--- src/rtl/knn_select.sv ---
// knn_select: keeps the K smallest (distance, label) pairs of a query in a
// sorted register list and streams them out in ascending order on flush.
//
// state   | meaning
// COLLECT | accepting pairs, sorted insertion, waiting for flush
// DRAIN   | presenting retained slots to the vote logic, slot 0 first

module knn_select #(
    parameter int VARWIDTH   = 32,
    parameter int LABELWIDTH = 8,
    parameter int K          = 4,
    parameter int FLOAT      = 1
) (
    input  logic                     clk,
    input  logic                     rst,
    input  logic                     in_valid,
    output logic                     in_rdy,
    input  logic [VARWIDTH-1:0]      in_dist,
    input  logic [LABELWIDTH-1:0]    in_label,
    input  logic                     flush,
    output logic                     out_valid,
    input  logic                     out_rdy,
    output logic [VARWIDTH-1:0]      out_dist,
    output logic [LABELWIDTH-1:0]    out_label,
    output logic                     out_last,
    output logic [$clog2(K+1)-1:0]   count,
    output logic                     done
);

    localparam int CW = $clog2(K+1);

    typedef enum logic {COLLECT, DRAIN} state_t;

    state_t                  state_q, state_d;
    logic [K-1:0]            occ_q;
    logic [VARWIDTH-1:0]     dist_q  [K];
    logic [LABELWIDTH-1:0]   label_q [K];
    logic [CW-1:0]           count_q;
    logic [CW-1:0]           rd_ptr_q;
    logic                    done_q;

    logic [K-1:0]            le;
    logic [K:0]              le_ext;
    logic [K-1:0]            prev_occ;
    logic [VARWIDTH-1:0]     prev_dist  [K];
    logic [LABELWIDTH-1:0]   prev_label [K];
    logic [VARWIDTH-1:0]     in_key;
    logic                    do_insert;
    logic [CW-1:0]           post_count;
    logic                    xfer;
    logic                    last_xfer;
    logic                    done_set;

    // Floats are non-negative, so dropping the sign bit makes -0.0 equal +0.0
    // and lets the raw bit pattern be compared as an unsigned integer. The
    // stored value is this key, so -0.0 comes back out as 0.
    function automatic logic [VARWIDTH-1:0] to_key(input logic [VARWIDTH-1:0] d);
        if (FLOAT != 0) return {1'b0, d[VARWIDTH-2:0]};
        else            return d;
    endfunction

    assign in_key = to_key(in_dist);

    // Parallel compare: le is a thermometer code, ones for slots that stay ahead
    always_comb begin
        le = '0;
        for (int i = 0; i < K; i++)
            le[i] = occ_q[i] && (dist_q[i] <= in_key);
    end

    // le_ext[i] is "slot i-1 stays ahead", with a virtual always-ahead slot -1
    assign le_ext = {le, 1'b1};

    // Shift source for each slot: the content of the slot just above it
    always_comb begin
        prev_occ = '0;
        for (int i = 0; i < K; i++) begin
            prev_dist[i]  = '0;
            prev_label[i] = '0;
        end
        for (int i = 1; i < K; i++) begin
            prev_occ[i]   = occ_q[i-1];
            prev_dist[i]  = dist_q[i-1];
            prev_label[i] = label_q[i-1];
        end
    end

    assign in_rdy     = (state_q == COLLECT);
    assign out_valid  = (state_q == DRAIN);
    assign do_insert  = in_valid && in_rdy && !le[K-1];
    assign post_count = (do_insert && count_q != CW'(K)) ? count_q + CW'(1) : count_q;
    assign xfer       = out_valid && out_rdy;
    assign last_xfer  = xfer && (rd_ptr_q == count_q - CW'(1));
    assign done_set   = (in_rdy && flush && post_count == '0) || last_xfer;
    assign count      = count_q;
    assign done       = done_q;

    // Output mux driven purely from registered slot state
    always_comb begin
        out_dist  = '0;
        out_label = '0;
        out_last  = 1'b0;
        if (state_q == DRAIN) begin
            out_last = (rd_ptr_q == count_q - CW'(1));
            for (int i = 0; i < K; i++) begin
                if (rd_ptr_q == CW'(i)) begin
                    out_dist  = dist_q[i];
                    out_label = label_q[i];
                end
            end
        end
    end

    // State register
    always_ff @(posedge clk or posedge rst) begin
        if (rst) state_q <= COLLECT;
        else     state_q <= state_d;
    end

    // Next state: empty flush stays in COLLECT and only pulses done
    always_comb begin
        state_d = state_q;
        case (state_q)
            COLLECT: if (flush && post_count != '0) state_d = DRAIN;
            DRAIN:   if (last_xfer)                 state_d = COLLECT;
            default: state_d = COLLECT;
        endcase
    end

    // Slot list, occupancy count, drain pointer and done pulse
    always_ff @(posedge clk or posedge rst) begin
        if (rst) begin
            occ_q    <= '0;
            count_q  <= '0;
            rd_ptr_q <= '0;
            done_q   <= 1'b0;
            for (int i = 0; i < K; i++) begin
                dist_q[i]  <= '0;
                label_q[i] <= '0;
            end
        end else begin
            done_q <= done_set;
            if (do_insert) begin
                count_q <= post_count;
                for (int i = 0; i < K; i++) begin
                    if (!le_ext[i+1]) begin
                        if (le_ext[i]) begin
                            occ_q[i]   <= 1'b1;
                            dist_q[i]  <= in_key;
                            label_q[i] <= in_label;
                        end else begin
                            occ_q[i]   <= prev_occ[i];
                            dist_q[i]  <= prev_dist[i];
                            label_q[i] <= prev_label[i];
                        end
                    end
                end
            end else if (xfer) begin
                if (last_xfer) begin
                    occ_q    <= '0;
                    count_q  <= '0;
                    rd_ptr_q <= '0;
                    for (int i = 0; i < K; i++) begin
                        dist_q[i]  <= '0;
                        label_q[i] <= '0;
                    end
                end else begin
                    rd_ptr_q <= rd_ptr_q + CW'(1);
                end
            end
        end
    end

endmodule

--- config.mk ---
export PLATFORM = sky130hd
export DESIGN_NAME = knn_select
export DESIGN_NICKNAME = d
export VERILOG_FILES = /design/src/rtl/knn_select.sv
export SDC_FILE = /design/constraint.sdc
export NUM_CORES = 1
export LEC_CHECK = 0
export BUFFER_PORTS_ARGS = -buffer_cell sky130_fd_sc_hd__buf_2
export CORE_MARGIN = 2
export CORE_UTILIZATION = 37
export CTS_BUF_LIST = sky130_fd_sc_hd__clkbuf_8
export DETAILED_ROUTE_END_ITERATION = 16
export SETUP_SLACK_MARGIN = 0.5
export SLEW_MARGIN = 20
export SYNTH_ARGS = -nofsm -noshare
export SYNTH_HDL_FRONTEND = slang
export SYNTH_SLANG_ARGS = --single-unit
--- constraint.sdc ---
create_clock -name clk -period 5.1 [get_ports clk]
set_input_delay 0.255 -clock clk [delete_from_list [all_inputs] [get_ports clk]]
set_output_delay 0.255 -clock clk [all_outputs]
set_load 0.03 [all_outputs]
==> flow_metrics.env, run 1 <==
export IMPL_run_status="finished clean"
export IMPL_async_flop_share_pct=100.0
export IMPL_syn_instance_count=1388
export IMPL_synthXorXnorAreaFrac_pct=0.2910
export IMPL_cp_arrival_ps=3260
export IMPL_chipHeight_um=184.4
export IMPL_numPlacedInstances=1841
export IMPL_finalMaxSlewViolations=0
export IMPL_holdCritPathClass="input pin to async pin"
export IMPL_grt_pass1_wl_um=56300
export IMPL_ys_warn_count=0
export IMPL_grt_overflow_total=0
export IMPL_io_port_bufs=89
export IMPL_period_needed_ps=3517
export IMPL_worstSetupEndpointType="output port"
export IMPL_post_cts_hold_fix_bufs=33
export IMPL_worst_slew_pin_transition_ps=1061
export IMPL_ff_latch_area_sq_um=4204
export IMPL_synth_simple_gate_area_share_pct=15.93
export IMPL_remaining_drc_errors=0
export IMPL_synthToLayoutAreaGrowth_pct=12.11
export IMPL_skew_ps=22.35
export IMPL_coreArea_sq_um=32290
export IMPL_vias_per_cell=5.537
export IMPL_ant_nets=0
export IMPL_fin_nets=1628
export IMPL_gp_congestion=0.8746
export IMPL_synth_top_flop_cell="sky130_fd_sc_hd__dfrtp_1"
export IMPL_tritoncts_num_buffers=17
export IMPL_maxCapViolations=0
export IMPL_h_tree_depth=4
export IMPL_seq_area_frac_synth_pct=34.92
export IMPL_synth_area_per_cell_sq_um=8.675
export IMPL_wire_per_inst_um=18.53
export IMPL_grt_total_usage_pct=21.27
export IMPL_post_route_period_util_pct=68.96
export IMPL_initial_core_util_pct=37.29
export IMPL_synth_cell_types=63
export IMPL_share_of_post_route_cells_with_drive_strength_above_1_pct=11.00
export IMPL_setup_worst_path_class="flip-flop to output port"
export IMPL_vdd_ir_drop_worst_mv=0.3944
export IMPL_post_cts_resized_instances=0
export IMPL_edff_count_synth=0
export IMPL_combinational_family_with_the_most_area_after_synthesis="compound AO/OA/AOI/OAI gates"
export IMPL_yosys_register_bits=168
export IMPL_ctsRootBufferMaster="sky130_fd_sc_hd__clkbuf_8"
export IMPL_leakage_power_total_nw=6.460
export IMPL_synth_adder_area_share_pct=13.72
export IMPL_clkSlewWorstSetupHoldPaths_ps=110
export IMPL_critPathLaunch="rd_ptr_q[0]$_DFFE_PP0P_"
export IMPL_final_std_cells_w_o_fill=1906
export IMPL_tritoncts_clock_tree="yes"
export IMPL_synth_nets=1565
export IMPL_insertion_delay_ps=510
export IMPL_synthesized_area_fraction_occupied_by_ao_oa_aoi_and_oai_cells_pct=19.17
export IMPL_routed_wl_um=35320
export IMPL_layout_filler_cells=3252
export IMPL_max_freq_ghz=0.2843
export IMPL_timing_setup_tns_ps=0
export IMPL_first_pass_iters=7
export IMPL_die_area_sq_um=34000
export IMPL_antenna_diode_count=0
export IMPL_timing_hold_violations_final=0
export IMPL_antenna_found_initial=0
export IMPL_r2r_start="dist_q[39]$_DFFE_PP0P_"
export IMPL_layout_commonest_cell="sky130_fd_sc_hd__dfrtp_1"
export IMPL_multi_input_comb_area_sq_um=7228
export IMPL_drt_iter0_drc=888
export IMPL_headroom_to_the_max_slew_limit_pct=27.46
export IMPL_worstPathMaxFanout=46
export IMPL_worstPathRequired_ps=4850
export IMPL_dr_total_vias=10550
export IMPL_post_synth_mux_area_share_pct=10.64
export IMPL_post_cts_repair_setup_buffers=0
export IMPL_mostFrequentLayoutCells="sky130_fd_sc_hd__dfrtp_1, sky130_fd_sc_hd__nand2_1, sky130_fd_sc_hd__ha_1, sky130_fd_sc_hd__mux2i_1, sky130_fd_sc_hd__nor2_1"
export IMPL_grt_setup_unrepaired="no"
export IMPL_die_width_um=184.4
export IMPL_floorplan_io_pins=92
export IMPL_cellPowerDensity_nw_per_um2=621.9
export IMPL_clockBufferDepth=2
export IMPL_maximum_number_of_pins_on_one_net_before_global_route_repair=169
export IMPL_cts_sink_count=168
export IMPL_setup_viol_count_final=0
export IMPL_dp_hpwl_um=23330
export IMPL_timing_critical_path_from_type="flip-flop"
export IMPL_placementRows=66
export IMPL_via_count_of_the_first_global_routing_pass=10050
export IMPL_netlist_area_before_placement_sq_um=12040
[sequential cells by signal, indices dropped and copies added (netlist names)]
signal and cells:
dist_q 124, label_q 32, occ_q 4, count 3, rd_ptr_q 3, done 1, out_valid 1
[cells by family (layout without fill, tap and decap cells)]
family,count (synthesis),count (layout)
adders and majority gates,132,132
AOI/OAI and AO/OA,381,381
buffers and inverters,140,216
and+or+nand+nor,434,434
muxes,128,128
other,1,1
xor gates and xnor gates,4,4
DFF,168,168
[synthesized netlist by cell type, types with 2 or more instances]
cell type                    n  area [sq um]
sky130_fd_sc_hd__dfrtp_1   168          4204
sky130_fd_sc_hd__nor2_1    124         465.5
sky130_fd_sc_hd__a211o_1     3         26.28
sky130_fd_sc_hd__nand2b_1    3         18.77
sky130_fd_sc_hd__ha_1      132          1652
sky130_fd_sc_hd__a21oi_1   105         525.5
sky130_fd_sc_hd__a31oi_1     2         12.51
sky130_fd_sc_hd__o31ai_1     2         15.01
sky130_fd_sc_hd__nand2_1   161         604.3
sky130_fd_sc_hd__clkbuf_2    3         15.01
sky130_fd_sc_hd__nand4_1    19         118.9
sky130_fd_sc_hd__xnor2_1     2         17.52
sky130_fd_sc_hd__xor2_1      2         17.52
sky130_fd_sc_hd__nor3b_1     2         15.01
sky130_fd_sc_hd__a221oi_1    3         26.28
sky130_fd_sc_hd__o21ai_0    99         495.5
sky130_fd_sc_hd__clkbuf_1   50         187.7
sky130_fd_sc_hd__nor2b_1     6         37.54
sky130_fd_sc_hd__nor3_1      7         35.03
sky130_fd_sc_hd__o21a_1      4         30.03
sky130_fd_sc_hd__nand3_1    93         465.5
sky130_fd_sc_hd__o211ai_1    5         37.54
sky130_fd_sc_hd__and4_1      3         26.28
sky130_fd_sc_hd__buf_4       7         52.55
sky130_fd_sc_hd__mux2i_1   128          1281
sky130_fd_sc_hd__a211oi_1   47         352.8
sky130_fd_sc_hd__a22oi_1    39         292.8
sky130_fd_sc_hd__and3_1      7         43.79
sky130_fd_sc_hd__buf_1      13         48.80
sky130_fd_sc_hd__a21o_1     11         82.58
sky130_fd_sc_hd__buf_6       9         101.4
sky130_fd_sc_hd__o21ai_1    43         215.2
sky130_fd_sc_hd__buf_2      12         60.06
sky130_fd_sc_hd__inv_1      45         168.9
[final timing paths]
| check | slack, ps | endpoint | cells after the start |
|---|---|---|---|
| worst max-delay path | 1580 | out_dist[30] | 9 |
| worst min-delay path | 30 | dist_q[76]$_DFFE_PP0P_ | 3 |
| worst max register to register | 1740 | label_q[12]$_DFFE_PP0P_ | 9 |
| worst min register to register | 510 | label_q[4]$_DFFE_PP0P_ | 2 |
| max in group asynchronous | 4350 | label_q[24]$_DFFE_PP0P_ | 3 |
| min in group clk | 30 | label_q[26]$_DFFE_PP0P_ | 3 |
[worst max-delay path, cell delays in order, from the launching register on]
cell and delay [ps]:
sky130_fd_sc_hd__dfrtp_1 480, sky130_fd_sc_hd__inv_1 100, sky130_fd_sc_hd__ha_1 210, sky130_fd_sc_hd__nand2_2 550
sky130_fd_sc_hd__buf_4 590, sky130_fd_sc_hd__nor2_1 80, sky130_fd_sc_hd__a211oi_1 220, sky130_fd_sc_hd__a21oi_1 60
sky130_fd_sc_hd__nor2_1 220, sky130_fd_sc_hd__buf_2 240
[report_power, final]
part / leakage [nW] / switching, mW / internal (mW)
clock: 0.184 / 0.594 / 0.356
sequential: 2.18 / 0.631 / 1.89
combinational: 4.10 / 3.12 / 1.81
[layout make-up]
cell class / count / area share (%)
Clock buffer: 17 / 1.733
Tap cell: 442 / 4.097
Multi-Input combinational cell: 1080 / 53.55
Timing Repair Buffer: 138 / 7.193
Sequential cell: 168 / 31.15
Inverter: 46 / 1.307
Clock inverter: 15 / 0.9733
[per-stage QoR]
| step | power, mW | cell area, sq um | hold slack, ps | util [%] | setup slack, ps |
|---|---|---|---|---|---|
| after floorplan | 6.055 | 12040 | 371.8 | - | 2324 |
| after global placement | 7.323 | 12800 | 484.6 | 39.65 | 1729 |
| after detailed placement | 7.447 | 12800 | 494.8 | 39.65 | 1690 |
| after CTS | 8.425 | 13500 | 2.289 | 41.80 | 1545 |
| after global routing | 9.125 | 13500 | 22.94 | 41.80 | 1308 |
| final | 8.395 | 13500 | 26.20 | 41.80 | 1583 |
[metal layers]
metal | GRT usage, % | vias to the layer above | wire [um]
met1 | 28.90 | 5152 | 16570
met3 | 3.616 | 37 | 1394
li1 | - | 5134 | -
met4 | 6.240 | 0 | 556
met2 | 34.69 | 231 | 16810
met5 | 0 | - | 0
(Power assumes the default switching activity.)
==> inputs of run 2 (changes only) <==
- ABC_AREA: not set -> 1
- clock period: 5.1 -> 3.6 ns (I/O delays scaled with it)
==> run 2 against run 1 <==
- critical path depth up 6
- synthesized area is 3.5% higher
- hold slack improved by 12 ps
- clock skew down 4.5 ps
- sequential share of layout area decreased by 1.7 points
- utilization is 1.0 points higher
- final cell count increased by 19%
- critical path type is now input pin to flip-flop
==> flow_metrics.env, run 2 <==
export IMPL_run_status="finished clean"
export IMPL_period_needed_ps=2899
export IMPL_netlist_area_before_placement_sq_um=12470
export IMPL_leakage_power_total_nw=7.218
export IMPL_floorplan_io_pins=92
export IMPL_layout_filler_cells=3568
export IMPL_remaining_drc_errors=0
export IMPL_synth_top_flop_cell="sky130_fd_sc_hd__dfrtp_1"
export IMPL_gp_congestion=0.8224
export IMPL_yosys_register_bits=168
export IMPL_share_of_post_route_cells_with_drive_strength_above_1_pct=9.989
export IMPL_ant_nets=0
export IMPL_die_width_um=187.6
export IMPL_antenna_found_initial=0
export IMPL_syn_instance_count=1732
export IMPL_timing_critical_path_from_type="input pin"
export IMPL_initial_core_util_pct=37.37
export IMPL_h_tree_depth=4
export IMPL_grt_overflow_total=0
export IMPL_worstSetupEndpointType="flip-flop"
export IMPL_fin_hold_ws_ps=38.17
export IMPL_seq_area_frac_synth_pct=33.72
export IMPL_numPlacedInstances=2198
export IMPL_mostFrequentLayoutCells="sky130_fd_sc_hd__nand2_1, sky130_fd_sc_hd__nand3_1, sky130_fd_sc_hd__inv_1, sky130_fd_sc_hd__dfrtp_1, sky130_fd_sc_hd__ha_1"
export IMPL_post_route_period_util_pct=80.52
export IMPL_die_area_sq_um=35180
export IMPL_first_pass_iters=5
export IMPL_final_std_cells_w_o_fill=2270
export IMPL_routed_wl_um=39300
export IMPL_io_port_bufs=89
export IMPL_holdCritPathClass="input pin to flip-flop"
export IMPL_cellPowerDensity_nw_per_um2=826.4
export IMPL_timing_setup_tns_ps=0
export IMPL_headroom_to_the_max_slew_limit_pct=40.80
export IMPL_fin_nets=1988
export IMPL_synth_largest_area_cell="sky130_fd_sc_hd__dfrtp_1"
export IMPL_cts_sink_count=168
export IMPL_insertion_delay_ps=480
export IMPL_coreArea_sq_um=33360
export IMPL_skew_ps=17.87
export IMPL_synth_cell_types=39
export IMPL_ff_latch_area_sq_um=4204
export IMPL_via_count_of_the_first_global_routing_pass=12040
export IMPL_timing_hold_violations_final=0
export IMPL_dp_hpwl_um=26390
export IMPL_edff_count_synth=0
export IMPL_drt_iter0_drc=904
export IMPL_design_power_mw=11.82
export IMPL_largest_register="dist_q"
export IMPL_worstPathMaxFanout=46
export IMPL_synthToLayoutAreaGrowth_pct=14.68
export IMPL_worstPathRequired_ps=3950
export IMPL_chipHeight_um=187.6
export IMPL_vias_per_cell=5.367
export IMPL_synthTopCellsByArea="sky130_fd_sc_hd__dfrtp_1, sky130_fd_sc_hd__nand2_1, sky130_fd_sc_hd__ha_1, sky130_fd_sc_hd__nand3_1, sky130_fd_sc_hd__o21ai_0"
export IMPL_tritoncts_clock_tree="yes"
export IMPL_antenna_diode_count=0
export IMPL_grt_total_usage_pct=22.86
export IMPL_finalMaxSlewViolations=0
export IMPL_clkSlewWorstSetupHoldPaths_ps=100
export IMPL_setup_worst_path_class="input pin to flip-flop"
export IMPL_placementRows=67
export IMPL_synth_nets=1909
export IMPL_largest_registers="dist_q (124), label_q (32), occ_q (4)"
export IMPL_dr_total_vias=12180
export IMPL_multi_input_comb_area_sq_um=7188
export IMPL_cp_arrival_ps=3240
export IMPL_ctsRootBufferMaster="sky130_fd_sc_hd__clkbuf_8"
export IMPL_largest_register_ff_count=124
export IMPL_setup_viol_count_final=0
export IMPL_synth_area_per_cell_sq_um=7.198
export IMPL_async_flop_share_pct=100.0
export IMPL_wire_per_inst_um=17.31
export IMPL_maximum_number_of_pins_on_one_net_before_global_route_repair=80
export IMPL_layout_commonest_cell="sky130_fd_sc_hd__nand2_1"
export IMPL_ys_warn_count=0
export IMPL_grt_pass1_wl_um=64670
export IMPL_clockBufferDepth=2
export IMPL_vdd_ir_drop_worst_mv=0.4426
export IMPL_synth_top_cell_area_share_pct=33.72
export IMPL_grt_setup_unrepaired="yes"
export IMPL_worst_slew_pin_transition_ps=888.0
export IMPL_tritoncts_num_buffers=17
export IMPL_synthMostInstantiatedCell="sky130_fd_sc_hd__nand2_1"
export IMPL_max_freq_ghz=0.3450
export IMPL_maxCapViolations=0
export IMPL_yosys_top_cells_count="sky130_fd_sc_hd__nand2_1, sky130_fd_sc_hd__nand3_1, sky130_fd_sc_hd__inv_1"
export IMPL_final_util_pct=42.85
[run 2: cell families (layout without fill, tap and decap cells)]
family,count (synthesis),count (layout),synth area share [%]
and+or+nand+nor,778,778,26.76
AOI/OAI and AO/OA,367,367,16.85
buffers and inverters,282,372,9.113
DFF,168,168,33.72
adders and majority gates,132,132,13.25
xor gates and xnor gates,4,4,0.2811
other,1,1,0.03008
[run 2: cell type report]
type / count / share of cell area (%)
multi-input cells: 1282 / 50.28
inverters: 172 / 4.594
clock inverters: 12 / 1.251
repair buffers: 170 / 8.821
flip-flops and latches: 168 / 29.40
clock buffers: 18 / 1.733
well taps: 448 / 3.921
[run 2: where the power goes]
group          switching (mW)  internal, mW
registers               0.737          2.68
clock network           0.769         0.767
logic                    4.70          2.17
total                    6.20          5.61
[run 2: through the flow]
stage / setup WS (ps) / cell area [sq um]
2_1_floorplan: 763.0 / 12470
6_report: 701.3 / 14300
3_3_place_gp: 507.6 / 13380
3_5_place_dp: 480.4 / 13380
5_1_grt: 493.5 / 14300
4_1_cts: 508.2 / 14210
[run 2: final timing paths]
check	from	end	slack [ps]	depth (start not counted)
hold reg to reg	label_q[14]$_DFFE_PP0P_	label_q[14]$_DFFE_PP0P_	490	2
setup / recovery	in_dist[28]	dist_q[58]$_DFFE_PP0P_	700	15
max in group asynchronous	rst	dist_q[107]$_DFFE_PP0P_	2230	4
hold / removal	out_rdy	rd_ptr_q[0]$_DFFE_PP0P_	40	4
setup reg to reg	dist_q[30]$_DFFE_PP0P_	dist_q[58]$_DFFE_PP0P_	760	12
min in group asynchronous	rst	dist_q[82]$_DFFE_PP0P_	420	3
[run 2: layer usage]
layer  vias up  wire length [um]  track usage, %
met5         -                 0               0
met4         0               672           6.420
met3        44              2046           3.425
met2       363             18090           37.39
met1      5763             18490           31.47
li1       6013                 -               -
[run 2: critical path: stages]
cell and delay, ps:
sky130_fd_sc_hd__dlygate4sd3_1 550, sky130_fd_sc_hd__buf_2 140, sky130_fd_sc_hd__inv_1 120, sky130_fd_sc_hd__ha_1 300, sky130_fd_sc_hd__nand3_1 150, sky130_fd_sc_hd__nor3_4 230, sky130_fd_sc_hd__nor3b_4 290, sky130_fd_sc_hd__nand2_1 90
sky130_fd_sc_hd__nand2_1 60, sky130_fd_sc_hd__nand2_1 110, sky130_fd_sc_hd__nand2_2 190, sky130_fd_sc_hd__nand2_4 180, sky130_fd_sc_hd__o21ai_4 260, sky130_fd_sc_hd__buf_12 240, sky130_fd_sc_hd__o21ai_0 140
[run 2: repair_timing]
item | in CTS | in global routing
buffers inserted | 0 | 2
gates resized for setup | 0 | 17
hold endpoints to repair | 106 | 0
endpoints found under the setup margin | 0 | 133
hold buffers | 40 | 0
==> inputs of run 3 (changes only) <==
- clock period: 3.6 -> 3 ns (I/O delays scaled with it)
==> run 3 against run 2 <==
- via count grew 12%
- global-route usage increased by 2.6 points
- count of clock-buffer cells in the layout rose by 3
- utilization is 9.8 points higher
- clock power grew 19%
- non-clock buffer count up 119
- sequential power is 27% higher
- critical path type is now flip-flop to flip-flop
- total power is 61% higher
- setup slack lost 430 ps
- die area did not move
- highest routed layer unchanged
- largest power group unchanged
- register-to-register slack lost 490 ps
==> flow_metrics.env, run 3 (synthesized netlist as in run 2, its figures left out) <==
export IMPL_run_status="finished clean"
export IMPL_synthToLayoutAreaGrowth_pct=41.03
export IMPL_die_width_um=187.6
export IMPL_mostFrequentLayoutCells="sky130_fd_sc_hd__nand2_1, sky130_fd_sc_hd__nand3_1, sky130_fd_sc_hd__dfrtp_1, sky130_fd_sc_hd__inv_1, sky130_fd_sc_hd__ha_1"
export IMPL_tritoncts_num_buffers=17
export IMPL_maxCapViolations=0
export IMPL_io_port_bufs=89
export IMPL_dpl_instance_area_sq_um=13600
export IMPL_holdCritPathClass="input pin to flip-flop"
export IMPL_grt_pass1_wl_um=70840
export IMPL_cell_by_cell_trace_of_the_critical_path="ha_4, and3_4, nand4_1, nor4_4, buf_4, nand4_1, nand2_2, nand2_8, o21ai_4, buf_12, clkbuf_16, nand2_2, o21ai_0"
export IMPL_via_count_of_the_first_global_routing_pass=12700
export IMPL_first_pass_iters=6
export IMPL_cp_arrival_ps=3150
export IMPL_setup_worst_path_class="flip-flop to flip-flop"
export IMPL_dp_slack_ps=166.4
export IMPL_finalMaxSlewViolations=0
export IMPL_cts_sink_count=168
export IMPL_slowest_delay_ps=430
export IMPL_largest_register="dist_q"
export IMPL_antenna_found_initial=0
export IMPL_coreArea_sq_um=33360
export IMPL_post_route_period_util_pct=90.92
export IMPL_largest_register_ff_count=124
export IMPL_dp_hpwl_um=27730
export IMPL_worstPathMaxFanout=7
export IMPL_timing_hold_violations_final=0
export IMPL_grt_setup_unrepaired="yes"
export IMPL_gp_congestion=0.8503
export IMPL_h_tree_depth=4
export IMPL_fin_nets=2107
export IMPL_design_power_mw=18.98
export IMPL_worst_slew_pin_transition_ps=873.8
export IMPL_setup_viol_count_final=0
export IMPL_maximum_number_of_pins_on_one_net_before_global_route_repair=60
export IMPL_headroom_to_the_max_slew_limit_pct=41.53
export IMPL_remaining_drc_errors=0
export IMPL_largest_registers="dist_q (124), label_q (32), occ_q (4)"
export IMPL_initial_core_util_pct=37.37
export IMPL_routed_wl_um=49880
export IMPL_postLayoutSetupSlackWorst_ps=272.3
export IMPL_share_of_post_route_cells_with_drive_strength_above_1_pct=26.92
export IMPL_ctsRootBufferMaster="sky130_fd_sc_hd__clkbuf_8"
export IMPL_tritoncts_clock_tree="yes"
export IMPL_wire_per_inst_um=20.86
export IMPL_vdd_ir_drop_worst_mv=0.5726
export IMPL_worst_path_dominant_cell_family="simple AND/OR/NAND/NOR gates"
export IMPL_timing_critical_path_from_type="flip-flop"
export IMPL_antenna_diode_count=0
export IMPL_chipHeight_um=187.6
export IMPL_clkSlewWorstSetupHoldPaths_ps=100
export IMPL_buffering_stage_count_on_the_worst_path_with_inverters_included=3
export IMPL_leakage_power_total_nw=8.433
export IMPL_fin_area_sq_um=17580
export IMPL_period_needed_ps=2728
export IMPL_dr_total_vias=13610
export IMPL_placementRows=67
export IMPL_vias_per_cell=5.693
export IMPL_floorplan_io_pins=92
export IMPL_slowest_stage="sky130_fd_sc_hd__dfrtp_1"
export IMPL_layout_commonest_cell="sky130_fd_sc_hd__nand2_1"
export IMPL_worstSetupEndpointType="flip-flop"
export IMPL_worstPathRequired_ps=3420
export IMPL_die_area_sq_um=35180
export IMPL_cellPowerDensity_nw_per_um2=1079
export IMPL_timing_setup_tns_ps=0
export IMPL_max_freq_ghz=0.3666
export IMPL_grt_overflow_total=0
export IMPL_skew_ps=17.59
export IMPL_clockBufferDepth=2
export IMPL_drt_iter0_drc=1265
export IMPL_grt_total_usage_pct=25.45
export IMPL_ant_nets=0
export IMPL_insertion_delay_ps=500
-- run 3: cell types whose count changed in the layout (fill, tap and decap cells not counted), moves of 31 or more --
cell / previous run / this run
sky130_fd_sc_hd__buf_12: 6 / 37
sky130_fd_sc_hd__buf_2: 89 / 50
sky130_fd_sc_hd__nand2_1: 468 / 359
sky130_fd_sc_hd__a21oi_1: 124 / 83
sky130_fd_sc_hd__o21ai_1: 12 / 48
sky130_fd_sc_hd__buf_4: 28 / 94
sky130_fd_sc_hd__nand2_2: 6 / 73
sky130_fd_sc_hd__nand2_4: 1 / 41
sky130_fd_sc_hd__o21ai_0: 128 / 71
-- run 3: power by group --
group	internal, mW	total, mW	switching (mW)
Clock	0.844	1.83	0.989
Sequential	3.21	4.32	1.11
Combinational	5.29	12.8	7.54
-- run 3: repair_timing --
item | 4_1_cts | 5_1_grt
pin swaps | 18 | 94
buffers inserted | 32 | 35
hold endpoints to repair | 99 | 0
gates cloned | 10 | 21
gates resized for setup | 125 | 403
endpoints found under the setup margin | 202 | 204
hold buffers | 42 | 0
-- run 3: final timing paths --
| check | start | depth (start not counted) | slack [ps] | to |
|---|---|---|---|---|
| max | dist_q[62]$_DFFE_PP0P_ | 13 | 270 | dist_q[59]$_DFFE_PP0P_ |
| min | in_dist[12] | 5 | 150 | dist_q[76]$_DFFE_PP0P_ |
| max reg2reg | dist_q[62]$_DFFE_PP0P_ | 13 | 270 | dist_q[59]$_DFFE_PP0P_ |
| min reg2reg | label_q[22]$_DFFE_PP0P_ | 2 | 490 | label_q[22]$_DFFE_PP0P_ |
| max in group asynchronous | rst | 4 | 1980 | dist_q[34]$_DFFE_PP0P_ |
| min in group asynchronous | rst | 3 | 280 | dist_q[83]$_DFFE_PP0P_ |
-- run 3: through the flow --
step                utilization (%)  hold slack [ps]  std cells
finish                        52.70            148.0       2391
global route                  52.70            166.4       2391
CTS                           46.44            123.7       2335
detailed placement            40.76            279.7       2219
global placement              40.76            272.0       2219
floorplan                         -            294.6       1732
-- run 3: cell type report --
type	instances	area, sq um
Clock inverter	11	136.4
Multi-Input combinational cell	1282	8401
Timing Repair Buffer	289	3324
Inverter	172	664.4
Fill cell	3095	15780
Clock buffer	21	289.0
Tap cell	448	560.5
Sequential cell	168	4207
-- run 3: worst register-to-register path, delay by kind of cell, from the launching register on --
family	cells	cell delay, ps
AND/OR/NAND/NOR	7	1030
buffers and inverters	3	600
flip-flops	1	430
AO/OA/AOI/OAI	2	310
adder cells (fa/ha/maj)	1	290
-- run 3: routing by layer --
layer / wire length [um] / vias up / track usage, %
met2: 23040 / 637 / 40.90
met4: 2143 / 0 / 8.752
met1: 20520 / 6544 / 34.76
met3: 4166 / 151 / 4.211
li1: - / 6280 / -
met5: 0 / - / 0
